**config.mk**
```make
export PLATFORM = sky130hd
export DESIGN_NAME = rst_seq_gen
export DESIGN_NICKNAME = d
export VERILOG_FILES = /design/src/rtl/rst_seq_gen_pkg.sv /design/src/rtl/rst_sync_bit.sv /design/src/rtl/rst_seq_gen.sv
export SDC_FILE = /design/constraint.sdc
export NUM_CORES = 1
export LEC_CHECK = 0
export ABC_CLOCK_PERIOD_IN_PS = 1840
export CAP_MARGIN = 0
export CORE_MARGIN = 2
export CORE_UTILIZATION = 40
export DETAILED_ROUTE_END_ITERATION = 8
export SETUP_SLACK_MARGIN = 0.02
export SLEW_MARGIN = 40
export SYNTH_ARGS = -nofsm -noshare
export SYNTH_HDL_FRONTEND = slang
export SYNTH_SLANG_ARGS = --single-unit
```
**constraint.sdc**
```tcl
create_clock -name clk -period 1.84 [get_ports clk]
set_clock_uncertainty 0.1 [all_clocks]
set_input_delay 0.368 -clock clk [delete_from_list [all_inputs] [get_ports clk]]
set_output_delay 0.368 -clock clk [all_outputs]
set_load 0.03 [all_outputs]
```
**src/rtl/rst_seq_gen_pkg.sv**
```systemverilog
// Shared definitions for the reset sequencer: FSM state encoding and a
// small elaboration-time helper.
package rst_seq_gen_pkg;

    localparam logic [1:0] HOLD    = 2'd0;
    localparam logic [1:0] RELEASE = 2'd1;
    localparam logic [1:0] RUN     = 2'd2;

    function automatic int max_int(input int a, input int b);
        return (a > b) ? a : b;
    endfunction

endpackage

```
**src/rtl/rst_sync_bit.sv**
```systemverilog
// Single-bit synchronizer whose flops are forced to INIT by an asynchronous
// reset and released only through the clocked chain.
module rst_sync_bit #(
    parameter int   STAGES = 2,
    parameter logic INIT   = 1'b1
) (
    input  logic clk,
    input  logic rst,
    input  logic d,
    output logic q
);

    (* ASYNC_REG = "TRUE" *) logic [STAGES-1:0] sync;

    always_ff @(posedge clk or posedge rst) begin
        if (rst) begin
            sync <= {STAGES{INIT}};
        end else begin
            sync <= {sync[STAGES-2:0], d};
        end
    end

    assign q = sync[STAGES-1];

endmodule

```
**src/rtl/rst_seq_gen.sv**
```systemverilog
// Reset sequencer: merges async reset, filtered sync request and clock lock,
// then releases rst_out[0..NUM_OUT-1] in order with a fixed gap.
module rst_seq_gen
    import rst_seq_gen_pkg::*;
#(
    parameter int NUM_OUT       = 4,
    parameter int SYNC_STAGES   = 2,
    parameter int POR_CYCLES    = 255,
    parameter int STAGE_GAP     = 16,
    parameter int FILTER_CYCLES = 4,
    parameter int USE_LOCKED    = 1
) (
    input  logic                                   clk,
    input  logic                                   async_rst_src,
    input  logic                                   sync_rst_src,
    input  logic                                   locked,
    (* keep = "true" *) output logic [NUM_OUT-1:0] rst_out,
    (* keep = "true" *) output logic               rst_done
);

    localparam int CNT_W = $clog2(max_int(POR_CYCLES, STAGE_GAP) + 1);
    localparam int STG_W = $clog2(NUM_OUT + 1);
    localparam int FLT_W = $clog2(FILTER_CYCLES + 1);

    logic               arm;
    logic               locked_sync;
    logic [FLT_W-1:0]   flt_cnt;
    logic               flt_req;
    logic               lock_req;
    logic               qual;
    logic [1:0]         state, state_nxt;
    logic [CNT_W-1:0]   cnt, cnt_nxt;
    logic [STG_W-1:0]   stage, stage_nxt;
    logic [NUM_OUT-1:0] rst_out_nxt;
    logic               rst_done_nxt;

    rst_sync_bit #(.STAGES(SYNC_STAGES), .INIT(1'b1)) u_arm_sync (
        .clk (clk),
        .rst (async_rst_src),
        .d   (1'b0),
        .q   (arm)
    );

    // Lock is treated as lost until it has crossed the chain after reset.
    rst_sync_bit #(.STAGES(SYNC_STAGES), .INIT(1'b0)) u_lock_sync (
        .clk (clk),
        .rst (async_rst_src),
        .d   (locked),
        .q   (locked_sync)
    );

    // Saturating run-length of high samples; request holds while input stays high.
    always_ff @(posedge clk or posedge async_rst_src) begin
        if (async_rst_src) begin
            flt_cnt <= '0;
        end else if (!sync_rst_src) begin
            flt_cnt <= '0;
        end else if (!flt_req) begin
            flt_cnt <= flt_cnt + FLT_W'(1);
        end
    end

    assign flt_req  = (flt_cnt == FLT_W'(FILTER_CYCLES));
    assign lock_req = (USE_LOCKED != 0) && !locked_sync;
    assign qual     = !arm && !flt_req && !lock_req;

    always_ff @(posedge clk or posedge async_rst_src) begin
        if (async_rst_src) begin
            state    <= HOLD;
            cnt      <= '0;
            stage    <= '0;
            rst_out  <= '1;
            rst_done <= 1'b0;
        end else begin
            state    <= state_nxt;
            cnt      <= cnt_nxt;
            stage    <= stage_nxt;
            rst_out  <= rst_out_nxt;
            rst_done <= rst_done_nxt;
        end
    end

    // A request or unarmed edge always wins over a terminal count.
    always_comb begin
        state_nxt = state;
        cnt_nxt   = '0;
        stage_nxt = stage;
        if (!qual) begin
            state_nxt = HOLD;
            stage_nxt = '0;
        end else begin
            case (state)
                HOLD: begin
                    if (cnt == CNT_W'(POR_CYCLES - 1)) begin
                        stage_nxt = STG_W'(1);
                        state_nxt = (NUM_OUT == 1) ? RUN : RELEASE;
                    end else begin
                        cnt_nxt = cnt + CNT_W'(1);
                    end
                end
                RELEASE: begin
                    if (cnt == CNT_W'(STAGE_GAP - 1)) begin
                        stage_nxt = stage + STG_W'(1);
                        if (stage_nxt == STG_W'(NUM_OUT)) begin
                            state_nxt = RUN;
                        end
                    end else begin
                        cnt_nxt = cnt + CNT_W'(1);
                    end
                end
                RUN: begin
                    state_nxt = RUN;
                end
                default: begin
                    state_nxt = HOLD;
                    stage_nxt = '0;
                end
            endcase
        end
    end

    // stage counts released bits, so outputs are always a low-index prefix of zeros.
    always_comb begin
        rst_out_nxt = '1;
        for (int i = 0; i < NUM_OUT; i++) begin
            if (STG_W'(i) < stage_nxt) begin
                rst_out_nxt[i] = 1'b0;
            end
        end
        rst_done_nxt = (state_nxt == RUN);
    end

endmodule

```
Word-level counts from Yosys, hierarchy flattened
Index checks and enable logic that the tools add are counted.
Widths: inputs -> output; s select.
- output and inout port bits: 5
- input port bits: 4
- bits in registers: 25
- equal/unequal tests: 8
- reductions and logical operators: 5
- muxes and demuxes: 19
- add/sub/neg operators: 3
- order comparisons: 4
- operator list (kind ; number):
    $mux 8 ; 3
    $pmux 8 s2 ; 1
    $mux 3 ; 5
    $pmux 3 s3 ; 1
    $add 8x1->8 const B ; 1
    $eq 8x4->1 const B ; 1
    $eq 8x8->1 const B ; 1
    $mux 2 ; 4
    $add 3x1->3 const B ; 2
    $eq 3x3->1 const B ; 2
    $lt 1x3->1 const A ; 2
    $lt 2x3->1 const A ; 2
    $pmux 2 s3 ; 1
    $eq 2x2->1 const B ; 2
    $mux 1 ; 4
    $eq 2x1->1 const B ; 1
    $logic_and 1x1->1 ; 2
    $logic_not 1->1 ; 2
    $logic_not 2->1 ; 1
    $ne 2x2->1 const B ; 1

Longest topological paths before layout
Gate-level depths: netlist (run 1).
- depth in word-level cells: 7
- depth in mapped cells: 8
- gate-level depth less buffers: 7

Cells and area by module
From an unflattened synthesis (run 1), not the netlist that was laid out.
- cells, all modules: 111
- area total of the unflattened synthesis: 1151.1 sq um
- by module, submodules not included (module ; sequential area each (sq um) ; times used ; area each (sq um) ; cells each):
    rst_seq_gen ; 530.5 ; 1 ; 1041.0 ; 105
    rst_sync_bit at u_arm_sync ; 52.6 ; 1 ; 56.3 ; 3
    rst_sync_bit at u_lock_sync ; 50.0 ; 1 ; 53.8 ; 3

Worst setup path after synthesis (run 1)
OpenSTA, ideal clock, no wires.
- path kind: flip-flop to flip-flop
- from: register flt_cnt[0]
- to: register rst_out[3]
- arrival: 1.825 ns
- stages on the path, launching flop included: 9
- period minus slack after synthesis: 2.005 ns
- path slack: -0.165 ns
- buffers on the path: 1
- cells stage by stage: dfrtp_1 > inv_1 > ha_1 > and2_4 > or3_1 > buf_2 > or4_4 > o21ai_2 > inv_1
- longest elaborated chain between the ends: 7
- RTL lines (element ; RTL line ; RTL):
    start: declaration ; rst_seq_gen.sv:27 ; logic [FLT_W-1:0] flt_cnt;
    start signal: assignment ; rst_seq_gen.sv:59 ; flt_cnt <= flt_cnt + FLT_W'(1);
    $eq 3x3->1 ; rst_seq_gen.sv:63 ; assign flt_req = (flt_cnt == FLT_W'(FILTER_CYCLES));
    $logic_not 1->1 ; rst_seq_gen.sv:65 ; assign qual = !arm && !flt_req && !lock_req;
    $logic_and 1x1->1 (2 in a row) ; rst_seq_gen.sv:65 ;
    $mux 3 ; rst_seq_gen.sv:88 ; if (!qual) begin
    net stage_nxt[2] ; rst_seq_gen.sv:33 ; logic [STG_W-1:0] stage, stage_nxt;
    $lt 2x3->1 ; rst_seq_gen.sv:126 ; if (STG_W'(i) < stage_nxt) begin
    $mux 1 ; rst_seq_gen.sv:126 ;
    net rst_out_nxt[3] ; rst_seq_gen.sv:34 ; logic [NUM_OUT-1:0] rst_out_nxt;
    end signal: assignment ; rst_seq_gen.sv:78 ; rst_out <= rst_out_nxt;
    end: declaration ; rst_seq_gen.sv:17 ; (* keep = "true" *) output logic [NUM_OUT-1:0] rst_out,
The timed path passes the listed nets, and every way through them passes these cells.
A chain may end at the register's enable or synchronous reset.

Worst setup path in the final report (run 1)
- from: register flt_cnt[1]
- to: register rst_out[3]
Same word-level chain as after synthesis.

==> results of run 1 <==
[layout make-up]
cell class / count / area [sq um] / area share, %
repair buffers: 34 / 280 / 17.3
clock buffers: 4 / 26.3 / 1.63
well taps: 31 / 38.8 / 2.40
flip-flops and latches: 25 / 633 / 39.2
inverters: 11 / 41.3 / 2.55
multi-input cells: 71 / 597 / 36.9
[per-stage QoR]
| stage | setup TNS [ns] | instance area (sq um) | worst slack (ns) |
|---|---|---|---|
| 6_report | -0.113 | 1620 | -0.0508 |
| 4_1_cts | -0.155 | 1550 | -0.0623 |
| 3_5_place_dp | -0.802 | 1440 | -0.103 |
| 5_1_grt | -0.459 | 1620 | -0.0898 |
| 2_1_floorplan | -0.385 | 1210 | -0.144 |
| 3_3_place_gp | -0.126 | 1440 | -0.0201 |
[state kept, by name, summed over array words and instances, names as in the netlist]
register	count
rst_done	1
state	2
stage	3
u_lock_sync.sync	2
rst_out	4
cnt	8
flt_cnt	3
u_arm_sync.sync	2
[routing by layer]
layer | share of wire (%) | up-vias
met5 | 0 | -
met1 | 44 | 432
met2 | 52 | 10
met3 | 2.2 | 4
met4 | 1.7 | 0
li1 | - | 437
[where the power goes]
group          switching (mW)  leakage [nW]  internal, mW
clock network           0.154        0.0150        0.0846
logic                  0.0593         0.376        0.0732
registers              0.0107         0.320         0.567
[cell families after synthesis]
logic type	count (synthesis)	share of synthesized area, %
adder cells (fa/ha/maj)	6	6.33
other	1	0.316
AND/OR/NAND/NOR	42	20.7
XOR/XNOR	7	5.17
flip-flops	25	53.4
buffers and inverters	13	4.22
AO/OA/AOI/OAI	15	9.92
[placed cells by master, fill, tap and decap left out, types with 2 or more instances in the layout]
cell             instances
inv_2                    2
dlygate4sd2_1            4
buf_6                    2
nor4_4                   2
nand2_1                  5
and2_4                   2
dfrtp_1                 19
clkdlybuf4s50_1          3
a21oi_1                  4
a21oi_2                  2
nand4b_1                 2
xnor2_1                  5
inv_1                    9
clkbuf_4                 3
ha_1                     4
nor2_1                   8
nor2_2                   3
xor2_1                   2
nand3_1                  3
nand2b_1                 3
and2_1                   2
buf_4                   24
dfstp_2                  6
o2bb2ai_1                2
[path summary, 6_finish.rpt]
kind / to / slack [ns]
max: rst_out[3]$_DFF_PP1_ / -0.05
min: u_arm_sync.sync[1]$_DFF_PP1_ / 0.27
max reg2reg: rst_out[3]$_DFF_PP1_ / -0.05
min reg2reg: u_arm_sync.sync[1]$_DFF_PP1_ / 0.27
max in group asynchronous: rst_out[3]$_DFF_PP1_ / 1.06
min in group asynchronous: u_lock_sync.sync[1]$_DFF_PP0_ / 0.29
[synth_stat cells, types with 2 or more instances]
| cell | count | area (sq um) |
|---|---|---|
| ha_1 | 6 | 75.1 |
| dfrtp_1 | 19 | 475 |
| o2bb2ai_1 | 2 | 17.5 |
| nand3_1 | 3 | 15.0 |
| inv_1 | 11 | 41.3 |
| nand4b_1 | 2 | 17.5 |
| dfstp_2 | 6 | 158 |
| nand2b_1 | 3 | 18.8 |
| xnor2_1 | 5 | 43.8 |
| nand2_1 | 6 | 22.5 |
| or2_2 | 2 | 12.5 |
| a21oi_1 | 5 | 25.0 |
| nor3_1 | 2 | 10.0 |
| xor2_1 | 2 | 17.5 |
| and2_1 | 2 | 12.5 |
| nor2_1 | 11 | 41.3 |
[worst register-to-register path: stages, from the launching register on]
cell and delay [ns]:
dfrtp_1 0.39, inv_2 0.06, ha_4 0.15, and2_4 0.15
or3_4 0.34, or4_4 0.50, o21ai_4 0.09, inv_1 0.05
[repair_timing]
action / in CTS / in global routing
cloned: 0 / 0
setup buffers: 5 / 5
resized for setup: 17 / 8
endpoints found under the setup margin: 16 / 15
pin swaps: 7 / 5
==> out/qor.yml, run 1 <==
run_status:
  status: "finished with violations"
  violations: "negative setup slack"
route:
  vias_per_cell: 5.02
  drtIter0Drc: 8
  drcViolationCount: 0
  ant_nets: 0
  routed-via-count: 883
  drt-total-wl_um: 2180
  routedWlPerCell_um: 12.4
  drtPass1Iterations: 2
sta:
  setup_slack_ns: -0.0508
  setup_violations: 3
  hold_viol: 0
  drv_slew: 0
  fmax_mhz: 529
  rsz0062_at_grt: "true"
  fin_crit_ns: 1.89
  min_period_over_period_pct: 103
  fin_hold_ws_ns: 0.266
placed_design:
  dp_cells: 162
  globalplace.congestion: 0.819
  io_buffer_count: 8
  dp_hpwl_um: 1590
setup_path:
  startpoint_type: "flip-flop"
  worstPathArrival_ns: 2.05
  cp-startpoint: "flt_cnt[1]$_DFFE_PP0P_"
  worst_setup_path_end_kind: "flip-flop"
  crit_buf_inv: 2
  critical_path.top_delay_family: "simple AND/OR/NAND/NOR gates"
  path_cells: "inv_2 > ha_4 > and2_4 > or3_4 > or4_4 > o21ai_4 > inv_1"
  path_class: "reg -> reg"
  r2r_cells: 7
  required_ns: 2.00
  r2r_start: "flt_cnt[1]$_DFFE_PP0P_"
  crit_path_max_fanout: 3
  cp.depth: 7
  slowest_stage: "or4_4"
  max_stage_delay_ns: 0.50
logic_synthesis:
  seq_area_frac_synth_pct: 53.4
  synth_area_sq_um: 1190
  ys_warn_count: 0
  synth_nets: 119
  synth-edff-count: 0
  synth_cells: 109
  avgSynthCellArea_sq_um: 10.9
  synthArstFlopShare_pct: 100
  synth_seq_cells: 25
  synth_cell_type_count: 38
  ys.flop_type: "dfrtp_1"
floorplanning:
  start_util_pct: 42.6
  die_h_um: 58.5
  die_x_um: 58.5
  core_sq_um: 2780
  ios: 9
  rows: 19
  die_area_sq_um: 3420
grt:
  grt_pass1_vias: 977
  grt_pass1_wl_um: 4130
  grt_max_degree: 26
  grt-busiest-layer: "met2"
  grt_use_total_pct: 16.0
  met2_usage_pct: 28.1
  grt_use_met3_pct: 2.64
  antenna_found_initial: 0
  grt_use_met1_pct: 19.4
  gr-total-overflow: 0
power:
  power_density_nw_per_um2: 587
  power.total_mw: 0.949
  vdd_drop_max_mv: 0.400
  p_leak_nw: 0.712
finish:
  syn2layout_area_growth_pct: 36.3
  drive_above_1_share_pct: 42.1
  num-nets-final: 156
  final_cells: 176
  nFillCells: 242
  n_antenna_cell: 0
  post-route-util_pct: 58.1
clock_network:
  clk_pin_slew_ns: 0.13
  cts_max_level: 1
  clock_latency_ns: 0.31
  clockBufferDepth: 2
  cts_buffers: 3
  clock_sinks: 25
  cts-hold-fix-buffers: 0
  cts_tree: "done"
  cts_root_buf: "clkbuf_4"
worst_hold_path:
  hold_path_depth: 0
  hp-class: "reg -> reg"
  min_from: "u_arm_sync.sync[0]$_DFF_PP1_"
run:
  drv_cap: 0
(Power assumes the default switching activity.)
==> run 2: changes to the inputs <==
- RECOVER_POWER: unset -> 25
==> run 2 against run 1 <==
Global-route usage unchanged; critical path depth unchanged; largest power group unchanged; hold slack unchanged; largest cell class unchanged; the flow still finishes with violations (negative setup slack); clock-buffer cell count unchanged; sequential cell count unchanged; sequential power about the same; via count unchanged; total power down 0.17%; maximum frequency unchanged; register-to-register slack about the same.
==> out/qor.yml, run 2 (synthesized netlist as in run 1, its figures left out) <==
run_status:
  status: "finished with violations"
  violations: "negative setup slack"
floorplanning:
  core_sq_um: 2780  # unchanged
  die_area_sq_um: 3420  # unchanged
  rows: 19  # unchanged
  start_util_pct: 42.6  # unchanged
  ios: 9  # unchanged
  die_h_um: 58.5  # unchanged
  die_x_um: 58.5  # unchanged
clock_network:
  clockBufferDepth: 2  # unchanged
  clk_pin_slew_ns: 0.13  # about the same
  clock_latency_ns: 0.31  # about the same
  cts_root_buf: "clkbuf_4"
  cts_tree: "done"
  cts-hold-fix-buffers: 0  # unchanged
  cts_buffers: 3  # unchanged
  clock_sinks: 25  # unchanged
  cts_max_level: 1  # unchanged
setup_path:
  worst_setup_path_end_kind: "flip-flop"
  path_class: "reg -> reg"
  crit_path_max_fanout: 3  # unchanged
  r2r_setup_slack_ns: -0.05  # about the same
  worstPathArrival_ns: 2.05  # about the same
  required_ns: 2.00  # about the same
  startpoint_type: "flip-flop"
sta:
  tns_ns: -0.113  # unchanged
  setup_slack_ns: -0.0508  # unchanged
  drv_slew: 0  # unchanged
  hold_viol: 0  # unchanged
  setup_violations: 3  # unchanged
  fin_crit_ns: 1.89  # unchanged
  fmax_mhz: 529  # unchanged
  slew_headroom_pct: 59.4
  min_period_over_period_pct: 103  # unchanged
  rsz0062_at_grt: "true"
  worst_pin_slew_ns: 0.609
route:
  drtPass1Iterations: 2  # unchanged
  routed-via-count: 883  # unchanged
  drcViolationCount: 0  # unchanged
  drtIter0Drc: 8  # unchanged
  drt-total-wl_um: 2180  # unchanged
  routedWlPerCell_um: 12.4  # unchanged
  vias_per_cell: 5.02  # unchanged
  ant_nets: 0  # unchanged
placed_design:
  globalplace.congestion: 0.819  # unchanged
  dp_hpwl_um: 1590  # unchanged
  io_buffer_count: 8  # unchanged
finish:
  largest_reg_flops: 8  # unchanged
  nFillCells: 243  # +0.41%
  final_common_cell: "buf_4"
  ff_latch_area_sq_um: 633  # unchanged
  multi_input_area_sq_um: 597  # unchanged
  reg_top3: "cnt (8), rst_out (4)"
  num-nets-final: 156  # unchanged
  n_antenna_cell: 0  # unchanged
  drive_above_1_share_pct: 42.1  # unchanged
  largest-register: "cnt"
  syn2layout_area_growth_pct: 36.1
  final_cell_mix: "23 x buf_4, 19 x dfrtp_1, 9 x inv_1, 8 x nor2_1, 6 x dfstp_2"
grt:
  grt_max_degree: 26  # unchanged
  grt_pass1_vias: 977  # unchanged
  gr-total-overflow: 0  # unchanged
  grt_use_total_pct: 16.0  # unchanged
  grt_pass1_wl_um: 4130  # unchanged
  antenna_found_initial: 0  # unchanged
power:
  power_density_nw_per_um2: 587  # about the same
  vdd_drop_max_mv: 0.400  # about the same
  p_leak_nw: 0.712  # about the same
  power.total_mw: 0.947  # -0.17%
worst_hold_path:
  hp-class: "reg -> reg"
run:
  drv_cap: 0  # unchanged
run 2: area by class of cell:
cell class,count,area share (%)
Multi-Input combinational cell,71,37.0
Timing Repair Buffer,34,17.2
Inverter,11,2.56
Tap cell,31,2.40
Clock buffer,4,1.63
Sequential cell,25,39.2
run 2: power breakdown:
part	total [mW]	leakage, nW	internal [mW]	switching [mW]
Clock	0.238	0.0150	0.0846	0.154
Combinational	0.131	0.376	0.0717	0.0592
Sequential	0.578	0.320	0.567	0.0107
Total	0.947	0.712	0.723	0.224
run 2: worst paths after layout:
| check | start | to | cells after the start |
|---|---|---|---|
| max | flt_cnt[1]$_DFFE_PP0P_ | rst_out[3]$_DFF_PP1_ | 7 |
| min | u_arm_sync.sync[0]$_DFF_PP1_ | u_arm_sync.sync[1]$_DFF_PP1_ | 0 |
| max reg2reg | flt_cnt[1]$_DFFE_PP0P_ | rst_out[3]$_DFF_PP1_ | 7 |
| min reg2reg | u_arm_sync.sync[0]$_DFF_PP1_ | u_arm_sync.sync[1]$_DFF_PP1_ | 0 |
| max in group asynchronous | async_rst_src | cnt[6]$_DFF_PP0_ | 3 |
| min in group asynchronous | async_rst_src | u_lock_sync.sync[1]$_DFF_PP0_ | 3 |
run 2: metal layers:
layer,vias to the layer above,GRT usage [%],part of all wire [%]
li1,437,-,-
met1,432,19.4,44
met2,10,28.1,52
met3,4,2.64,2.2
met4,0,6.98,1.7
met5,-,0,0
run 2: what timing repair did:
| action | 4_1_cts | 5_1_grt |
|---|---|---|
| pin swaps | 7 | 5 |
| setup endpoints to repair | 16 | 15 |
| setup buffers | 5 | 5 |
| gates resized for setup | 17 | 8 |
run 2: critical path, stage by stage (launching register included):
cell	delay, ns
dfrtp_1	0.39
inv_2	0.06
ha_4	0.15
and2_4	0.15
or3_4	0.34
or4_4	0.50
o21ai_4	0.09
inv_1	0.05
run 2: per-stage QoR:
step	hold WS, ns	setup WS, ns	area [sq um]	std cells	utilization (%)
CTS	0.268	-0.0623	1550	171	55.7
finish	0.266	-0.0508	1610	176	58.0
global route	0.278	-0.0898	1610	176	58.0
floorplan	0.231	-0.144	1210	109	-
detailed placement	0.243	-0.103	1440	162	51.6
global placement	0.232	-0.0201	1440	162	51.6
==> run 3: changes to the inputs <==
- CAP_MARGIN: 0 -> 10
- CTS_CLUSTER_DIAMETER: unset -> 30
==> results of run 3 <==
The final DEF is identical to that of run 2; final timing and power are the same.
